==> config.mk <==
export PLATFORM = sky130hd
export DESIGN_NAME = load_store_unit
export DESIGN_NICKNAME = d
export VERILOG_FILES = /design/src/rtl/lsu_pkg.sv /design/src/rtl/lsu_align.sv /design/src/rtl/load_store_unit.sv
export SDC_FILE = /design/constraint.sdc
export NUM_CORES = 1
export LEC_CHECK = 0
export ABC_AREA = 0
export CAP_MARGIN = 20
export CORE_ASPECT_RATIO = 1.4
export CORE_MARGIN = 4
export CORE_UTILIZATION = 50
export DETAILED_ROUTE_END_ITERATION = 10
export PLACE_DENSITY_LB_ADDON = 0.25
export SYNTH_ARGS = -nofsm -noshare
export SYNTH_HDL_FRONTEND = slang
export SYNTH_SLANG_ARGS = --single-unit
==> constraint.sdc <==
create_clock -name clk -period 5.53 [get_ports clk]
set_input_delay 0.8295 -clock clk [delete_from_list [all_inputs] [get_ports clk]]
set_output_delay 0.8295 -clock clk [all_outputs]
set_load 0.05 [all_outputs]
==> src/rtl/lsu_pkg.sv <==
`default_nettype none
// ============================================================================
//  Module      : lsu_pkg
//  Description : Shared definitions for the load/store unit: MIPS memory
//                opcodes, the controller state enumeration and small opcode
//                classification helpers.
//  Revision    : 1.0 - initial release
// ============================================================================
package lsu_pkg;

  localparam logic [5:0] OP_LB  = 6'h20;
  localparam logic [5:0] OP_LH  = 6'h21;
  localparam logic [5:0] OP_LW  = 6'h23;
  localparam logic [5:0] OP_LBU = 6'h24;
  localparam logic [5:0] OP_LHU = 6'h25;
  localparam logic [5:0] OP_SB  = 6'h28;
  localparam logic [5:0] OP_SH  = 6'h29;
  localparam logic [5:0] OP_SW  = 6'h2B;

  typedef enum logic [1:0] {
    ST_IDLE = 2'd0,
    ST_RD   = 2'd1,
    ST_WR   = 2'd2,
    ST_DONE = 2'd3
  } lsu_state_t;

  function automatic logic op_is_load(input logic [5:0] op);
    return (op == OP_LB) || (op == OP_LH) || (op == OP_LW) ||
           (op == OP_LBU) || (op == OP_LHU);
  endfunction

  function automatic logic op_is_store(input logic [5:0] op);
    return (op == OP_SB) || (op == OP_SH) || (op == OP_SW);
  endfunction

  // Address bits that must be zero for the access width of this opcode.
  function automatic logic [1:0] op_align_mask(input logic [5:0] op);
    logic [1:0] mask;
    mask = 2'b00;
    if ((op == OP_LH) || (op == OP_LHU) || (op == OP_SH)) mask = 2'b01;
    if ((op == OP_LW) || (op == OP_SW))                   mask = 2'b11;
    return mask;
  endfunction

endpackage
`default_nettype wire

==> src/rtl/lsu_align.sv <==
`default_nettype none
// ============================================================================
//  Module      : lsu_align
//  Description : Combinational lane logic. Extracts and sign/zero-extends the
//                addressed byte/halfword of a memory word for loads, and
//                merges store data into the addressed lane(s) for sb/sh.
//  Ports       : opcode     - registered MIPS opcode
//                byte_off   - address[1:0] of the access
//                word       - memory word read back
//                store_data - low halfword of the store operand
//                load_data  - extended load result
//                merged     - word with target lane(s) replaced
//  Revision    : 1.0 - initial release
// ============================================================================
module lsu_align
  import lsu_pkg::*;
(
  input  logic [5:0]  opcode,
  input  logic [1:0]  byte_off,
  input  logic [31:0] word,
  input  logic [15:0] store_data,
  output logic [31:0] load_data,
  output logic [31:0] merged
);

  logic [7:0]  lane_byte;
  logic [15:0] lane_half;

  always_comb begin
    lane_byte = word[{byte_off, 3'b000} +: 8];
    lane_half = byte_off[1] ? word[31:16] : word[15:0];

    case (opcode)
      OP_LB:   load_data = {{24{lane_byte[7]}}, lane_byte};
      OP_LBU:  load_data = {24'd0, lane_byte};
      OP_LH:   load_data = {{16{lane_half[15]}}, lane_half};
      OP_LHU:  load_data = {16'd0, lane_half};
      default: load_data = word;
    endcase

    merged = word;
    if (opcode == OP_SB) begin
      merged[{byte_off, 3'b000} +: 8] = store_data[7:0];
    end else if (opcode == OP_SH) begin
      if (byte_off[1]) merged[31:16] = store_data;
      else             merged[15:0]  = store_data;
    end
  end

endmodule
`default_nettype wire

==> src/rtl/load_store_unit.sv <==
`default_nettype none
// ============================================================================
//  Module      : load_store_unit
//  Description : Single-request MIPS load/store unit in front of a
//                word-addressed memory with a ready handshake. Sub-word
//                stores are done as read-modify-write.
//  Ports       : clk, reset (async, active high)
//                req_valid/req_ready, opcode, address, write_data - request
//                done, load_data, misalign, illegal            - completion
//                mem_addr, mem_re, mem_we, mem_wdata,
//                mem_rdata, mem_ready                          - memory side
//  Revision    : 1.0 - initial release
// ============================================================================
module load_store_unit
  import lsu_pkg::*;
#(
  parameter int MEM_WORDS = 256,
  localparam int AW = $clog2(MEM_WORDS)
) (
  input  logic          clk,
  input  logic          reset,
  input  logic          req_valid,
  output logic          req_ready,
  input  logic [5:0]    opcode,
  input  logic [31:0]   address,
  input  logic [31:0]   write_data,
  output logic          done,
  output logic [31:0]   load_data,
  output logic          misalign,
  output logic          illegal,
  output logic [AW-1:0] mem_addr,
  output logic          mem_re,
  output logic          mem_we,
  output logic [31:0]   mem_wdata,
  input  logic [31:0]   mem_rdata,
  input  logic          mem_ready
);

  lsu_state_t    state_q, state_d;
  logic [5:0]    op_q, op_d;
  logic [AW+1:0] addr_q, addr_d;
  logic [31:0]   wdata_q, wdata_d;
  logic [31:0]   rdata_q, rdata_d;
  logic          misalign_q, misalign_d;
  logic          illegal_q, illegal_d;

  logic [31:0]   ext_data;
  logic [31:0]   merged_word;
  logic          req_legal;

  // Address bits above the word index wrap and are deliberately dropped.
  logic          unused_addr_bits;
  assign unused_addr_bits = ^address[31:AW+2];

  lsu_align u_align (
    .opcode     (op_q),
    .byte_off   (addr_q[1:0]),
    .word       (rdata_q),
    .store_data (wdata_q[15:0]),
    .load_data  (ext_data),
    .merged     (merged_word)
  );

  assign req_legal = op_is_load(opcode) || op_is_store(opcode);

  always_comb begin
    state_d    = state_q;
    op_d       = op_q;
    addr_d     = addr_q;
    wdata_d    = wdata_q;
    rdata_d    = rdata_q;
    misalign_d = misalign_q;
    illegal_d  = illegal_q;
    req_ready  = 1'b0;
    mem_re     = 1'b0;
    mem_we     = 1'b0;
    done       = 1'b0;

    case (state_q)
      ST_IDLE: begin
        req_ready = 1'b1;
        if (req_valid) begin
          op_d       = opcode;
          addr_d     = address[AW+1:0];
          wdata_d    = write_data;
          illegal_d  = !req_legal;
          misalign_d = req_legal && ((address[1:0] & op_align_mask(opcode)) != 2'b00);
          if (!req_legal || ((address[1:0] & op_align_mask(opcode)) != 2'b00))
            state_d = ST_DONE;
          else if (opcode == OP_SW)
            state_d = ST_WR;
          else
            state_d = ST_RD;
        end
      end
      ST_RD: begin
        mem_re = 1'b1;
        if (mem_ready) begin
          rdata_d = mem_rdata;
          state_d = op_is_load(op_q) ? ST_DONE : ST_WR;
        end
      end
      ST_WR: begin
        mem_we = 1'b1;
        if (mem_ready) state_d = ST_DONE;
      end
      ST_DONE: begin
        done    = 1'b1;
        state_d = ST_IDLE;
      end
      default: state_d = ST_IDLE;
    endcase
  end

  // Memory-side outputs come straight from registered request fields, so they
  // hold steady for as long as the memory stalls.
  assign mem_addr  = (mem_re || mem_we) ? addr_q[AW+1:2] : '0;
  assign mem_wdata = mem_we ? ((op_q == OP_SW) ? wdata_q : merged_word) : 32'd0;
  assign load_data = (done && !misalign_q && !illegal_q && op_is_load(op_q)) ? ext_data : 32'd0;
  assign misalign  = done && misalign_q;
  assign illegal   = done && illegal_q;

  always_ff @(posedge clk or posedge reset) begin
    if (reset) begin
      state_q    <= ST_IDLE;
      op_q       <= '0;
      addr_q     <= '0;
      wdata_q    <= '0;
      rdata_q    <= '0;
      misalign_q <= 1'b0;
      illegal_q  <= 1'b0;
    end else begin
      state_q    <= state_d;
      op_q       <= op_d;
      addr_q     <= addr_d;
      wdata_q    <= wdata_d;
      rdata_q    <= rdata_d;
      misalign_q <= misalign_d;
      illegal_q  <= illegal_d;
    end
  end

endmodule
`default_nettype wire
## Word-level counts from Yosys, hierarchy flattened

Cells that the tools add are included.

| word-level totals | value |
|---|---|
| bits in registers | 84 |
| bits of input ports | 106 |
| output and inout bits | 78 |
| word-level logic and storage cells | 90 |

| cells by class | value |
|---|---|
| add/subtract/negate cells | 1 |
| equality and inequality tests | 22 |
| shifts and indexed selects | 3 |
| mux-type cells | 26 |
| bitwise operators | 1 |
| reductions and logical operators | 30 |

Operators with widths:

| kind | number |
|---|---|
| 32-bit 2-to-1 mux | 5 |
| 32-bit one-hot mux with 4 select lines | 1 |
| 6-bit == test, second input constant | 16 |
| 16-bit 2-to-1 mux | 3 |
| 32-bit bitwise mux | 1 |
| 8-bit by 7-bit variable shift with 32-bit output, first input constant | 1 |
| 32-bit by 6-bit indexed part select with 8-bit output | 1 |
| 8-bit by 7-bit indexed part select with 32-bit output | 1 |
| 1-bit logical OR | 16 |
| 2-bit 2-to-1 mux | 8 |
| 8-bit 2-to-1 mux | 1 |
| 2-bit one-hot mux with 4 select lines | 1 |
| 5-bit negator with 7-bit output | 1 |
| 1-bit logical AND | 6 |
| 1-bit 2-to-1 mux | 6 |
| 2-bit != test, second input constant | 3 |
| 2-bit == test, second input constant | 2 |
| 2-bit AND reduction | 2 |
| 1-bit zero test | 3 |
| 3-bit AND reduction | 1 |
| 2-bit AND | 1 |
| 2-bit by 1-bit == test with 1-bit output, second input constant | 1 |
| 2-bit zero test | 1 |
| 2-bit nonzero test | 1 |

## Longest topological paths before layout

Gate-level depths: netlist of the first run.

| depth | value |
|---|---|
| depth in word-level cells | 13 |
| depth in mapped cells | 7 |
| mapped depth without buffers | 6 |

## By module

Synthesis of the first run repeated with hierarchy kept, for this count alone.

| second synthesis, totals | value |
|---|---|
| cell total of the unflattened synthesis | 611 |
| area total of the unflattened synthesis | 5,919.4 sq um |

Modules (own cells, without submodules):

| module | times used | cells each | area each (sq um) | sequential area each (sq um) |
|---|---|---|---|---|
| load_store_unit | 1 | 364 | 4,171.5 | 2,102.0 |
| lsu_align | 1 | 247 | 1,747.9 | 0.0 |

## Least setup slack after synthesis of the first run

OpenSTA, ideal clock, no wires.

| timing path | value |
|---|---|
| kind | flip-flop to output port |
| from | reg addr_q[1] |
| to | out mem_wdata[16] |
| arrival | 3.283 ns |
| slack | 1.417 ns |
| cell stages (with the launch flop) | 7 |
| buffers on the path | 1 |
| cells stage by stage | dfrtp_1 > buf_2 > clkinv_1 > ha_1 > nor4bb_1 > a2111oi_0 > o31ai_1 |

| on the way | value |
|---|---|
| cells in the longest elaborated chain, start to end | 6 |
| elaborated cells on any way between the ends | 9 |
| classes of those cells | add/sub (1); shift (2); mux (6) |

RTL lines:

| element | line | RTL |
|---|---|---|
| start: declaration | load_store_unit.sv:41 | `logic [AW+1:0] addr_q, addr_d;` |
| start signal: assignment | load_store_unit.sv:135 | `addr_q <= addr_d;` |
| 5-bit negator with 7-bit output | lsu_align.sv:43 | `merged[{byte_off, 3'b000} +: 8] = store_data[7:0];` |
| 8-bit by 7-bit indexed part select with 32-bit output / 8-bit by 7-bit variable shift with 32-bit output (equally long branches) | lsu_align.sv:43 |  |
| 32-bit bitwise mux | lsu_align.sv:43 |  |
| 32-bit 2-to-1 mux * | lsu_align.sv:42 | `if (opcode == OP_SB) begin` |
| 32-bit 2-to-1 mux * (2 in series) | load_store_unit.sv:118 | `assign mem_wdata = mem_we ? ((op_q == OP_SW) ? wdata_q : merged_word) : 32'd0;` |
| end: declaration | load_store_unit.sv:34 | `output logic [31:0] mem_wdata,` |

Mark *: on every way between the ends. The rest lies on a longest branch, timed or not.

## Final worst setup path of the first run

| timing path | value |
|---|---|
| from | reg addr_q[1] |
| to | out mem_wdata[30] |

Same word-level chain as after synthesis.

==> metrics.md, run 1 <==
| Metric | Value |
|---|---|
| Top cells by count, synth | `mux2_2, dfrtp_1, nand2_1` |
| Hold_ws | `0.500 ns` |
| Clk pwr share | `13.2%` |
| Int Pwr | `2.33 mW` |
| Place WS | `1.25 ns` |
| Synth top area share | `39.5%` |
| Die area | `0.0124 sq mm` |
| Row cnt | `44` |
| First-pass GRT wire length | `27000 um` |
| Synth Area per Inst | `9.88 sq um` |
| Grt ovf | `0` |
| Wirelength per Cell | `21.2 um` |
| Filler cell count | `793` |
| Die Ht | `130 um` |
| Vias per Instance | `6.15` |
| Worst-Skew Late Latency | `0.34 ns` |
| I/O Buffers | `161` |
| Maximum vdd drop | `0.495 mV` |
| Crit Path Class | `reg2out` |
| Logic gate share of total power | `56.7%` |
| CTS clock-pin slew for the worst setup and hold paths | `0.06 ns` |
| Synth top area cells | `dfrtp_1, mux2_2, nand2_1` |
| Routed WL | `17600 um` |
| DRC violation count after routing | `0` |
| Worst Setup End Kind | `primary output` |
| Fin nets | `803` |
| Setup Buffers After CTS | `0` |
| Final period util | `85.5%` |
| FFs w/ async S/R, synth | `100%` |
| Number of global-route vias before repair | `5143` |
| First DRT Iteration DRCs | `418` |
| Starting Density | `51.2%` |
| Syn_nets | `654` |
| Final Hold Violating Endpoints | `0` |
| Data required, critical path | `4.70 ns` |
| CTS Buf Count | `9` |
| Share of power burned in registers | `30.2%` |
| Post-synthesis register bit count | `84` |
| Total track usage | `28.6%` |
| Core area | `0.0104 sq mm` |
| Antenna violations before repair | `0` |
| Most frequent cell after synthesis | `mux2_2` |
| Cts hold-fix bufs | `0` |
| Leakage | `2.96 nW` |
| Post-Syn Area | `0.00533 sq mm` |
| CTS Buffer Depth | `2` |
| CP Max Fanout | `34` |
| Period minus WS final | `4.73 ns` |
| Diode count | `0` |
| Most used flip-flop cell after synthesis | `dfrtp_1` |
| Post-DP HPWL | `12800 um` |
| Die W | `95.2 um` |
| Area growth from synthesis to layout | `38.4%` |
| Syn Inst Count | `539` |
| Max-cap violation count | `0` |
| Pwr/cell area | `619 mW/mm^2` |
| Final setup margin | `0.802 ns` |
| NetSw | `2.23 mW` |
| H-tree depth | `3` |
| Worst Tran Pin Value | `1.08 ns` |
| # IOs | `184` |
| Share of cells above drive strength 1 | `18.5%` |
| RSZ-0062 raised after global routing | `no` |
| Largest area contributor in the netlist | `dfrtp_1` |
| RePlAce Congestion | `0.917` |
| CTS tree | `built` |
| DRT antenna net count | `0` |
| Seq/Total Area, Yosys | `39.5%` |
| Vias | `5107` |
| CTS-repair resized insts | `0` |
| Final count of pins violating max slew | `0` |
| Final Skew | `0.00499 ns` |
| Router iterations before antenna repair | `7` |
| Worst hold path type | `reg2reg` |
| Ys Warns | `0` |
| Root Driver | `clkbuf_16` |
| Relative slew slack | `28.2%` |
| Post-synth EDFFs | `0` |
| Critical Path AT | `3.90 ns` |
| Endpoints failing setup | `0` |
| Clock Sinks | `84` |
| Status | `complete, no violations` |
| Switching portion of total power | `48.9%` |
| CP startpoint kind | `flip-flop` |
| Library cells used by synthesis | `52` |
| Setup TNS | `0 ns` |
| Pin count of the biggest net entering global routing | `54` |
| Peak Freq | `211 MHz` |
per-layer routing:
| metal | global-route usage, % | share of wire [%] | vias up |
|---|---|---|---|
| met5 | 0 | 0 | - |
| met4 | 16.9 | 6.4 | 0 |
| met3 | 4.38 | 7.2 | 79 |
| met2 | 48.7 | 50 | 264 |
| met1 | 33.6 | 37 | 2448 |
| li1 | - | - | 2316 |
power by group through the flow:
| stage | sequential [mW] | combinational, mW | clock [mW] |
|---|---|---|---|
| after floorplan | 1.15 | 1.90 | 0 |
| after global placement | 1.35 | 2.50 | 0 |
| after detailed placement | 1.37 | 2.55 | 0 |
| after CTS | 1.36 | 2.57 | 0.609 |
| after global routing | 1.40 | 2.75 | 0.638 |
| final | 1.38 | 2.59 | 0.600 |
layout make-up:
type                       instances  area [sq um]  share of cell area [%]
timing repair buffer             173          1720                    23.3
inverter                          11          42.5                   0.577
tap                              138           173                    2.34
sequential                        84          2100                    28.5
clock buffer                      12           246                    3.34
clock inverter                     4          48.8                   0.662
multi-input combinational        409          3040                    41.3
layout by cell type (no fill, tap or decap), drive strengths merged, types with 13 or more instances in the layout:
cell type / Yosys / layout
o31ai: 16 / 16
dfrtp: 84 / 84
a2111oi: 19 / 19
a21oi: 22 / 22
nor2b: 21 / 21
nand3: 17 / 17
clkdlybuf4s50: 0 / 161
a22oi: 16 / 16
nor3: 13 / 13
nor2: 27 / 27
o21ai: 49 / 49
mux2: 89 / 89
nand2: 45 / 45
registers in the layout, summed over array words and instances, names as in the netlist:
signal and cells:
state_q 2, illegal_q 1, addr_q 10, wdata_q 32, rdata_q 32, op_q 6
misalign_q 1
worst max-delay path: stages (launching register included):
cell	delay, ns
dfrtp_1	0.36
buf_4	0.37
ha_1	0.48
nor4b_2	0.84
a2111oi_0	0.25
o31ai_1	0.37
clkdlybuf4s50_1	0.87
kinds of logic after synthesis:
group,count (synthesis),synth area share [%]
adder cells (fa/ha/maj),9,2.11
flip-flops,84,39.5
multiplexers,89,18.8
buffers and inverters,46,3.55
AND/OR/NAND/NOR,153,15.0
AO/OA/AOI/OAI,158,21.1
metrics by stage:
step | area, sq um | std cells | util (%) | power (mW)
after detailed placement | 7040 | 812 | 67.7 | 3.92
after CTS | 7340 | 828 | 70.5 | 4.54
after floorplan | 5330 | 539 | - | 3.05
after global placement | 7040 | 812 | 67.7 | 3.85
after global routing | 7370 | 831 | 70.9 | 4.79
final | 7370 | 831 | 70.9 | 4.56
path summary, 6_finish.rpt:
check,start,end,slack (ns),depth (start not counted)
worst max-delay path,addr_q[1]$_DFFE_PP0P_,mem_wdata[30],0.80,6
worst min-delay path,addr_q[4]$_DFFE_PP0P_,addr_q[4]$_DFFE_PP0P_,0.50,1
worst max register to register,state_q[0]$_DFFE_PP0P_,state_q[1]$_DFFE_PP0P_,3.44,6
worst min register to register,addr_q[4]$_DFFE_PP0P_,addr_q[4]$_DFFE_PP0P_,0.50,1
max in group asynchronous,reset,wdata_q[15]$_DFFE_PP0P_,3.58,3
min in group asynchronous,reset,wdata_q[2]$_DFFE_PP0P_,0.88,2
(Power assumes the default switching activity.)
==> inputs of run 2 (changes only) <==
--- a/config.mk
+++ b/config.mk
@@ -8,9 +8,10 @@
 export ABC_AREA = 0
 export CAP_MARGIN = 20
 export CORE_ASPECT_RATIO = 1.4
-export CORE_MARGIN = 4
+export CORE_MARGIN = 2
 export CORE_UTILIZATION = 50
 export DETAILED_ROUTE_END_ITERATION = 10
+export GPL_TIMING_DRIVEN = 0
 export PLACE_DENSITY_LB_ADDON = 0.25
 export SYNTH_ARGS = -nofsm -noshare
 export SYNTH_HDL_FRONTEND = slang
==> metrics.md, run 2 (synthesized netlist as in run 1, its figures left out) <==
| Metric | Value |
|---|---|
| Worst-Skew Late Latency | `0.35 ns` |
| Most frequent cells in the layout | `clkdlybuf4s50_1, mux2_2, dfrtp_1` |
| CTS-repair resized insts | `0` |
| Critical R2R Launch | `state_q[0]$_DFFE_PP0P_` |
| Die area | `0.0115 sq mm` |
| Worst Setup End Kind | `primary output` |
| CTS tree | `built` |
| Final count of pins violating max slew | `0` |
| Fin nets | `828` |
| R2R depth | `5` |
| First DRT Iteration DRCs | `455` |
| Pin count of the biggest net entering global routing | `54` |
| Share of cells above drive strength 1 | `17.4%` |
| Vias | `5321` |
| CP Max Fanout | `11` |
| Top flop regs | `rdata_q (32), wdata_q (32), addr_q (10)` |
| Router iterations before antenna repair | `7` |
| Period minus WS final | `5.11 ns` |
| Die Ht | `126 um` |
| Post-DP HPWL | `14400 um` |
| Hold Path Cell Cnt | `1` |
| Peak Freq | `196 MHz` |
| HP Start | `addr_q[3]$_DFFE_PP0P_` |
| Endpoints failing setup | `0` |
| Setup TNS | `0 ns` |
| Clock Sinks | `84` |
| Post-layout util | `72.2%` |
| Core area | `0.0104 sq mm` |
| Wirelength per Cell | `22.3 um` |
| Final Skew | `0.00414 ns` |
| Worst Tran Pin Value | `1.07 ns` |
| Tot Pwr | `4.79 mW` |
| Data required, critical path | `4.70 ns` |
| Antenna violations before repair | `1` |
| Grt ovf | `0` |
| I/O Buffers | `161` |
| CP most frequent cell | `buf_2` |
| Max-cap violation count | `0` |
| # IOs | `184` |
| Pwr/cell area | `638 mW/mm^2` |
| Most common cell after layout, fill and taps aside | `clkdlybuf4s50_1` |
| Status | `complete, no violations` |
| First-pass GRT wire length | `29700 um` |
| Routed WL | `19100 um` |
| RSZ-0062 raised after global routing | `no` |
| Number of global-route vias before repair | `5488` |
| Worst r2r dst | `op_q[3]$_DFFE_PP0P_` |
| CP Cell Sequence | `buf_2, clkinv_1, ha_1, nor4bb_1, buf_2, a2111oi_0, o31ai_1, clkdlybuf4s50_1` |
| Relative slew slack | `28.3%` |
| CTS Buffer Depth | `2` |
| Setup Buffers After CTS | `0` |
| Final period util | `92.3%` |
| H-tree depth | `3` |
| CP max stage cell | `clkdlybuf4s50_1` |
| Cts hold-fix bufs | `0` |
| Leakage | `3.01 nW` |
| Area growth from synthesis to layout | `41.1%` |
| CP bufs+invs | `4` |
| Critical Path AT | `4.28 ns` |
| Final Hold Violating Endpoints | `0` |
| Vias per Instance | `6.21` |
| CTS clock-pin slew for the worst setup and hold paths | `0.06 ns` |
| Die W | `91.2 um` |
| Crit Path Class | `reg2out` |
| RePlAce Congestion | `0.959` |
| Worst hold path type | `reg2reg` |
| Filler cell count | `790` |
| Crit path max-delay family | `buffers and inverters` |
| CTS Buf Count | `9` |
| DRC violation count after routing | `0` |
| Total track usage | `33.4%` |
| DRT antenna net count | `0` |
| Starting Density | `51.2%` |
| CP startpoint kind | `flip-flop` |
| Root Driver | `clkbuf_16` |
| Worst hold endpoint | `addr_q[3]$_DFFE_PP0P_` |
| Maximum vdd drop | `0.372 mV` |
| CP max stage delay | `0.88 ns` |
| Row cnt | `44` |
| Reg-to-reg slack, setup | `3.36 ns` |
-- run 2: changes by cell type in the layout (fill, tap and decap cells not counted), moves of 3 or more --
cell       change
buf_4         -10
bufinv_16      +3
buf_1          +7
buf_2          +8
clkbuf_1      +19
clkinv_2       -3
-- run 2: cell type report --
cell class	instances	area, sq um	area share, %
inverters	11	43.8	0.583
plain buffers	35	148	1.96
well taps	138	173	2.30
repair buffers	163	1640	21.9
clock buffers	10	229	3.05
diodes	1	2.50	0.0333
clock inverters	6	136	1.81
multi-input cells	409	3040	40.4
flip-flops and latches	84	2100	28.0
-- run 2: worst max path at each step --
stage                          endpoint  cells past startpoint                  start  slack (ns)
final                     mem_wdata[19]                      8  addr_q[1]$_DFFE_PP0P_        0.42
after global routing      mem_wdata[19]                      8  addr_q[1]$_DFFE_PP0P_        0.30
after CTS                 mem_wdata[19]                      8  addr_q[1]$_DFFE_PP0P_        0.50
after detailed placement  mem_wdata[19]                      8  addr_q[1]$_DFFE_PP0P_        0.89
after global placement    mem_wdata[19]                      7  addr_q[1]$_DFFE_PP0P_        0.47
after floorplan           mem_wdata[16]                      6  addr_q[1]$_DFFE_PP0P_        1.42
-- run 2: metal layers --
| layer | global-route usage (%) | part of all wire, % | up-vias |
|---|---|---|---|
| met5 | 0 | 0 | - |
| met4 | 18.7 | 4.9 | 0 |
| met3 | 5.92 | 7.4 | 65 |
| met2 | 57.4 | 51 | 318 |
| met1 | 39.3 | 37 | 2561 |
| li1 | - | - | 2377 |
-- run 2: through the flow --
step                area, sq um  cells  worst slack, ns  hold slack [ns]
global route               7510    857            0.302            0.516
finish                     7510    857            0.424            0.505
global placement           7110    838            0.468            0.485
detailed placement         7150    840            0.890            0.494
CTS                        7510    856            0.499            0.508
floorplan                  5330    539             1.42            0.457
-- run 2: worst register-to-register path, stage by stage (launching register included) --
cell      delay [ns]
dfrtp_1         0.41
inv_1           0.08
ha_1            0.25
nand2_1         0.32
clkbuf_1        0.57
mux2_2          0.42
-- run 2: power by group --
group	switching [mW]	leakage [nW]	total (mW)	internal (mW)
registers	0.475	0.997	1.40	0.927
clock network	0.259	0.173	0.747	0.488
logic	1.59	1.84	2.64	1.05
total	2.32	3.01	4.79	2.47
==> inputs of run 3 (changes only) <==
--- a/config.mk
+++ b/config.mk
@@ -6,6 +6,7 @@
 export NUM_CORES = 1
 export LEC_CHECK = 0
 export ABC_AREA = 0
+export ABC_CLOCK_PERIOD_IN_PS = 5530
 export CAP_MARGIN = 20
 export CORE_ASPECT_RATIO = 1.4
 export CORE_MARGIN = 2
==> results of run 3 <==
Final layout, timing and power as in run 2 (identical DEF).
